## src/rtl/request_unit_pkg.sv

```systemverilog
// Shared types for the fetch/memory-request sequencer that feeds control_unit.
package request_unit_pkg;

    localparam int unsigned WORD_W = 32;

    typedef logic [WORD_W-1:0] word_t;

    typedef enum logic [1:0] {
        FETCH  = 2'd0,
        DATA   = 2'd1,
        HALTED = 2'd2
    } reqstate_t;

    // {wen, ren}: a store wins when the decode illegally asks for both
    function automatic logic [1:0] mem_req(input logic ren, input logic wen);
        return {wen, ren & ~wen};
    endfunction

endpackage

```

## src/rtl/request_unit.sv

```systemverilog
// Owns the PC, issues instruction fetches, holds data requests until dhit,
// and counts retired instructions until a halt is decoded.
module request_unit
    import request_unit_pkg::*;
#(
    parameter logic [31:0] PC_INIT = 32'h0000_0000,
    parameter int unsigned CNT_W   = 32
) (
    input  logic             CLK,
    input  logic             RST,
    input  logic             ihit,
    input  logic             dhit,
    input  logic             dRENi,
    input  logic             dWENi,
    input  logic             halt,
    input  logic [31:0]      npc,
    output logic             imemREN,
    output logic [31:0]      imemaddr,
    output logic             dmemREN,
    output logic             dmemWEN,
    output logic             pc_wen,
    output logic             halt_o,
    output logic [CNT_W-1:0] instr_cnt
);

    reqstate_t        state_q, state_d;
    word_t            pc_q, pc_d;
    logic [CNT_W-1:0] cnt_q, cnt_d;
    logic             dren_q, dren_d;
    logic             dwen_q, dwen_d;
    logic             pc_wen_c;
    logic [1:0]       req_c;

    assign req_c = mem_req(dRENi, dWENi);

    // Next-state, PC and counter update
    always_comb begin
        state_d  = state_q;
        pc_d     = pc_q;
        cnt_d    = cnt_q;
        dren_d   = dren_q;
        dwen_d   = dwen_q;
        pc_wen_c = 1'b0;

        unique case (state_q)
            FETCH: begin
                if (ihit) begin
                    if (halt) begin
                        state_d = HALTED;
                    end else if (dRENi | dWENi) begin
                        state_d = DATA;
                        dwen_d  = req_c[1];
                        dren_d  = req_c[0];
                    end else begin
                        pc_wen_c = 1'b1;
                        pc_d     = npc;
                        cnt_d    = cnt_q + CNT_W'(1);
                    end
                end
            end
            DATA: begin
                if (dhit) begin
                    pc_wen_c = 1'b1;
                    pc_d     = npc;
                    cnt_d    = cnt_q + CNT_W'(1);
                    dren_d   = 1'b0;
                    dwen_d   = 1'b0;
                    state_d  = FETCH;
                end
            end
            HALTED: begin
                state_d = HALTED;
            end
            default: begin
                state_d = FETCH;
                dren_d  = 1'b0;
                dwen_d  = 1'b0;
            end
        endcase
    end

    always_ff @(posedge CLK) begin
        if (RST) begin
            state_q <= FETCH;
            pc_q    <= PC_INIT;
            cnt_q   <= '0;
            dren_q  <= 1'b0;
            dwen_q  <= 1'b0;
        end else begin
            state_q <= state_d;
            pc_q    <= pc_d;
            cnt_q   <= cnt_d;
            dren_q  <= dren_d;
            dwen_q  <= dwen_d;
        end
    end

    // Retire pulse is suppressed while reset is applied so no PC write leaks out
    assign pc_wen    = pc_wen_c & ~RST;
    assign imemREN   = (state_q == FETCH);
    assign halt_o    = (state_q == HALTED);
    assign imemaddr  = pc_q;
    assign dmemREN   = dren_q;
    assign dmemWEN   = dwen_q;
    assign instr_cnt = cnt_q;

endmodule

```

## config.mk

```make
export PLATFORM = sky130hd
export DESIGN_NAME = request_unit
export DESIGN_NICKNAME = d
export VERILOG_FILES = /design/src/rtl/request_unit_pkg.sv /design/src/rtl/request_unit.sv
export SDC_FILE = /design/constraint.sdc
export NUM_CORES = 1
export LEC_CHECK = 0
export CAP_MARGIN = 5
export CORE_MARGIN = 2
export CORE_UTILIZATION = 40
export CTS_CLUSTER_SIZE = 20
export DETAILED_ROUTE_END_ITERATION = 16
export PLACE_DENSITY_LB_ADDON = 0.2
export SLEW_MARGIN = 0
export SYNTH_ARGS = -nofsm -noshare
export SYNTH_HDL_FRONTEND = slang
export SYNTH_SLANG_ARGS = --single-unit
```

## constraint.sdc

```tcl
create_clock -name CLK -period 2.17 [get_ports CLK]
set_input_delay 0.5425 -clock CLK [delete_from_list [all_inputs] [get_ports CLK]]
set_output_delay 0.5425 -clock CLK [all_outputs]
set_load 0.01 [all_outputs]
```

==> flow_metrics.tcl, run 1 <==
set metrics [dict create \
    grt_max_degree 79 \
    synth-async-reset-ratio_pct 0 \
    clock_tree.buffer_depth 2 \
    nets 531 \
    clk_pin_slew_ps 70 \
    numPortBuffers 107 \
    synth_nets 411 \
    internal_power_mw 1.95 \
    grt_overflow_total 0 \
    drt_iter0_drc 134 \
    tns_ps 0 \
    synth.avg_cell_area_sq_um 8.07 \
    multi_input_area_sq_um 1610 \
    rsz0062_at_grt "yes" \
    pre_cts_ws_ps -501 \
    dp_hpwl_mm 5.74 \
    finalHoldViolations 0 \
    slew_headroom_pct 45.6 \
    period_needed_ps 2120 \
    drc 0 \
    syn_area_sq_um 3000 \
    synthCells 371 \
    crit_required_ps 2400 \
    die_h_microns 90.5 \
    cp_max_fo 27 \
    vias_per_cell 5.33 \
    clk_latency_ps 340 \
    maxCapViolations 0 \
    cts-htree-levels 3 \
    grtUsageTotal_pct 20.1 \
    antenna_cells 0 \
    die-area_sq_um 8200 \
    start_kind "input pin" \
    dr.pass1.iters 5 \
    worstMarginPinSlew_ps 816 \
    synth_enable_flop_cells 0 \
    initial_utilization_pct 41.3 \
    routed_wl_mm 8.37 \
    worst_clock_skew_ps 4.45 \
    cp.arrival_ps 2340 \
    num-fill-cells 623 \
    seq_area_sq_um 1360 \
    leakage_nw 1.60 \
    vias 3174 \
    setup_violations 0 \
    cts_root_buf "clkbuf_8" \
    clock_sinks 68 \
    ant_nets 0 \
    place_congestion 0.881 \
    grt_pass1_vias 2961 \
    die_x_microns 90.5 \
    cts_buffers 9 \
    wire_per_inst_microns 14.1 \
    synth-seq-cells 68 \
    peakVddDrop_uv 365 \
    drive_above_1_share_pct 13.7 \
    yosysUniqueCellTypes 36 \
    synth_ff_type "dfxtp_1" \
    critical_path_class "in -> reg" \
    min_path_type "reg -> reg" \
    combinationalPowerShare_pct 10.5 \
    pwr-share-clk_pct 39.8 \
    area_growth_pct 53.8 \
    p_sw_uw 641 \
    final.period_utilization_pct 97.6 \
    pwr-share-seq_pct 49.7 \
    io_pins 108 \
    status "finished, final reports clean" \
    place_area_sq_um 4320 \
    powerDensity_nw_per_um2 562 \
    swShare_pct 24.8 \
    grt_pass1_wl_mm 13.5 \
    antenna_found_initial 0 \
    slew_violations 0 \
    design_area_sq_um 4610 \
    coreArea_sq_um 7250 \
    ys_seq_area_share_pct 45.4 \
    yosys_warnings 0 \
    worstSetupEndpointType "flip-flop" \
    rows 31 \
    fmax_mhz 472 \
    cts_tree "built" \
    timing.final.ws_setup_ps 52.9 \
]
## synth_stat cells, drive strengths merged (2+ instances only)
| cell type | number | area, sq um |
|---|---|---|
| nor4 | 6 | 37.5 |
| nor3 | 5 | 25.0 |
| or4 | 12 | 90.1 |
| nand4b | 2 | 17.5 |
| nand4 | 15 | 100 |
| buf | 7 | 31.3 |
| and2 | 2 | 12.5 |
| a21oi | 57 | 285 |
| mux2 | 10 | 113 |
| dfxtp | 68 | 1360 |
| nor4b | 3 | 41.3 |
| nor2b | 11 | 68.8 |
| o21ai | 13 | 65.1 |
| nor2 | 16 | 60.1 |
| clkbuf | 19 | 71.3 |
| o31ai | 9 | 67.6 |
| and4 | 5 | 45.0 |
| inv | 4 | 15.0 |
| nand2 | 78 | 293 |
| nand3 | 9 | 45.0 |
| or3 | 10 | 62.6 |
## power by group through the flow
stage	combinational, mW	clock, mW	sequential [mW]
after floorplan	0.0909	0	1.33
after global routing	0.296	1.10	1.29
after detailed placement	0.271	0	1.32
after global placement	0.267	0	1.32
after CTS	0.275	1.05	1.29
final	0.271	1.03	1.29
## sequential cells by signal (all words and copies together), names as in the netlist
name / cells
imemaddr: 32
instr_cnt: 32
state_q: 2
dmemREN: 1
dmemWEN: 1
## critical path, cell delays in order
cell,delay (ps)
clkdlybuf4s50_1,500
and3b_2,230
buf_4,120
a32oi_1,130
buf_12,190
nor4_4,280
mux2_1,350
## layer usage
| metal | vias up | share of wire [%] | track usage, % |
|---|---|---|---|
| li1 | 1565 | - | - |
| met1 | 1483 | 42 | 24.1 |
| met2 | 112 | 46 | 32.3 |
| met3 | 14 | 9.1 | 6.76 |
| met4 | 0 | 2.0 | 9.49 |
| met5 | - | 0 | 0 |
## cell type report
cell class	count	share of cell area, %
flip-flops and latches	68	29.6
multi-input cells	273	35.0
repair buffers	135	28.2
inverters	4	0.326
clock buffers	9	2.69
clock inverters	7	1.47
well taps	99	2.69
## cell usage in the layout, fill, tap and decap left out, drive strengths merged, types with 2 or more instances in the layout
master	n
a21oi	57
and2	2
and4	5
buf	30
clkbuf	9
clkdlybuf4s50	102
clkinv	3
clkinvlp	3
dfxtp	68
dlymetal6s2s	2
inv	4
mux2	10
nand2	78
nand3	9
nand4	15
nand4b	2
nor2	16
nor2b	11
nor3	5
nor4	6
nor4b	3
o21ai	13
o31ai	9
or3	10
or4	12
## stage by stage
| stage | util (%) | instances | power [mW] | hold slack, ps |
|---|---|---|---|---|
| floorplan | - | 371 | 1.42 | 476 |
| detailed placement | 59.6 | 578 | 1.59 | 444 |
| finish | 63.5 | 595 | 2.59 | 451 |
| global route | 63.5 | 595 | 2.68 | 478 |
| global placement | 59.6 | 578 | 1.58 | 437 |
| CTS | 62.7 | 596 | 2.61 | 453 |
## kinds of logic (layout without fill, tap and decap cells)
logic type	after synthesis	count (layout)	synth area share, %
muxes	10	10	3.76
adders and majority gates	1	1	0.418
AOI/OAI and AO/OA	83	83	15.0
DFF	68	68	45.4
and+or+nand+nor	178	178	31.2
xor gates and xnor gates	1	1	0.292
buffers and inverters	30	155	3.93
## what timing repair did
| action | 4_1_cts | 5_1_grt |
|---|---|---|
| gates cloned | 0 | 0 |
| gates resized for setup | 11 | 12 |
| pin swaps | 2 | 2 |
| hold buffers | 0 | 0 |
| buffers inserted | 2 | 0 |
| setup endpoints to repair | 9 | 20 |
## worst paths after layout
path                              startpoint             to  slack, ps  cells after the start
worst min-delay path            imemaddr[25]   imemaddr[25]        450                      2
worst min register to register  imemaddr[25]   imemaddr[25]        450                      2
worst max-delay path                    dhit  instr_cnt[29]         50                      7
worst max register to register  instr_cnt[0]  instr_cnt[22]        110                      5
No activity file was read; power rests on OpenSTA's default activity.
==> run 2: changes to the inputs <==
CORE_MARGIN = 1.5   (was 2)
CTS_BUF_LIST = sky130_fd_sc_hd__clkbuf_16   (was not set)
==> flow_metrics.tcl, run 2 (same netlist as run 1, synthesis figures left out) <==
set metrics [dict create \
    antenna_cells 0 \
    instances_no_fill 595 \
    cts_root_buf "clkbuf_16" \
    ant_nets 0 \
    final.period_utilization_pct 99.7 \
    grt_max_degree 79 \
    setup_violations 0 \
    initial_utilization_pct 41.3 \
    area_growth_pct 60.7 \
    critical_path_class "in -> out" \
    dr.pass1.iters 4 \
    leakage_nw 1.70 \
    cts_buffers 9 \
    tns_ps 0 \
    cp_max_fo 3 \
    rows 31 \
    die_h_microns 89.5 \
    drc 0 \
    vias_per_cell 5.33 \
    die-area_sq_um 8020 \
    coreArea_sq_um 7250 \
    dp_hpwl_mm 5.60 \
    grtUsageTotal_pct 22.0 \
    grt_pass1_wl_mm 13.6 \
    mostFrequentLayoutCell "clkdlybuf4s50_1" \
    worstSetupEndpointType "output pin" \
    status "finished, final reports clean" \
    worstMarginPinSlew_ps 827 \
    place_congestion 0.806 \
    drt_iter0_drc 185 \
    die_x_microns 89.5 \
    wire_per_inst_microns 14.6 \
    crit_required_ps 1630 \
    numPortBuffers 107 \
    slew_headroom_pct 44.8 \
    rsz0062_at_grt "yes" \
    min_path_type "reg -> reg" \
    antenna_found_initial 0 \
    powerDensity_nw_per_um2 646 \
    period_needed_ps 2160 \
    start_kind "input pin" \
    total_power_mw 3.11 \
    maxCapViolations 0 \
    cp.arrival_ps 1620 \
    vias 3169 \
    cts-htree-levels 3 \
    cts_tree "built" \
    clk_latency_ps 330 \
    dp_cells 573 \
    worst_clock_skew_ps 4.86 \
    grt_pass1_vias 2940 \
    fmax_mhz 462 \
    final_cell_mix "clkdlybuf4s50_1 (100), nand2_1 (78), dfxtp_1 (68), a21oi_1 (53), buf_4 (24)" \
    r2r_cells 5 \
    slew_violations 0 \
    worstHoldPathCells 2 \
    clock_tree.buffer_depth 2 \
    clk_pin_slew_ps 50 \
    hold_slack_ps 448 \
    grt_overflow_total 0 \
    finalHoldViolations 0 \
    clock_sinks 68 \
    nets 531 \
    peakVddDrop_uv 494 \
    routed_wl_mm 8.66 \
    io_pins 108 \
    drive_above_1_share_pct 15.5 \
]
## run 2: cell types whose count changed in the layout (fill, tap and decap cells not counted), moves of 3 or more
cell | before | now
mux2_1 | 6 | 2
nor3_1 | 5 | 2
clkbuf_16 | 0 | 9
clkbuf_8 | 9 | 0
buf_6 | 0 | 4
mux2_4 | 0 | 4
nor3_2 | 0 | 3
## run 2: path summary, 6_finish.rpt
kind | start | end | slack, ps
max | dRENi | pc_wen | 7
min | imemaddr[25] | imemaddr[25] | 450
max reg2reg | instr_cnt[0] | instr_cnt[28] | 170
min reg2reg | imemaddr[25] | imemaddr[25] | 450
## run 2: stage by stage
step | utilization, % | instance area, sq um | setup WS, ps
finish | 66.4 | 4810 | 7.31
global route | 66.4 | 4810 | -42.5
CTS | 64.4 | 4670 | -60.8
detailed placement | 58.9 | 4270 | -521
global placement | 58.9 | 4270 | -511
floorplan | - | 3000 | 35.4
## run 2: per-layer routing
| metal | up-vias | GRT usage (%) | part of all wire, % |
|---|---|---|---|
| met1 | 1493 | 27.3 | 43 |
| li1 | 1567 | - | - |
| met2 | 100 | 34.9 | 48 |
| met3 | 9 | 7.66 | 8.0 |
| met4 | 0 | 9.09 | 1.5 |
| met5 | - | 0 | 0 |
## run 2: final cells by class
class | instances | area (sq um)
clock buffer | 9 | 225
fill | 618 | 2440
sequential | 68 | 1360
clock inverter | 7 | 91.3
multi-input combinational | 273 | 1690
tap | 99 | 124
inverter | 4 | 15.0
timing repair buffer | 135 | 1310
## run 2: repair_timing
item                                    in CTS  in global routing
pin swaps                                    1                 12
hold buffers                                 0                  0
gates cloned                                 2                  0
resized for setup                           15                 30
endpoints found under the setup margin      12                 28
setup buffers                                2                  2
## run 2: power breakdown
part	total, mW	internal, mW	switching [mW]
Combinational	0.269	0.148	0.121
Clock	1.55	1.00	0.550
Sequential	1.29	1.27	0.0145
## run 2: worst max-delay path, stage by stage
cell and delay [ps]:
clkdlybuf4s50_1 410, nor2_1 290, a21oi_4 110, nor2_2 150
buf_6 120
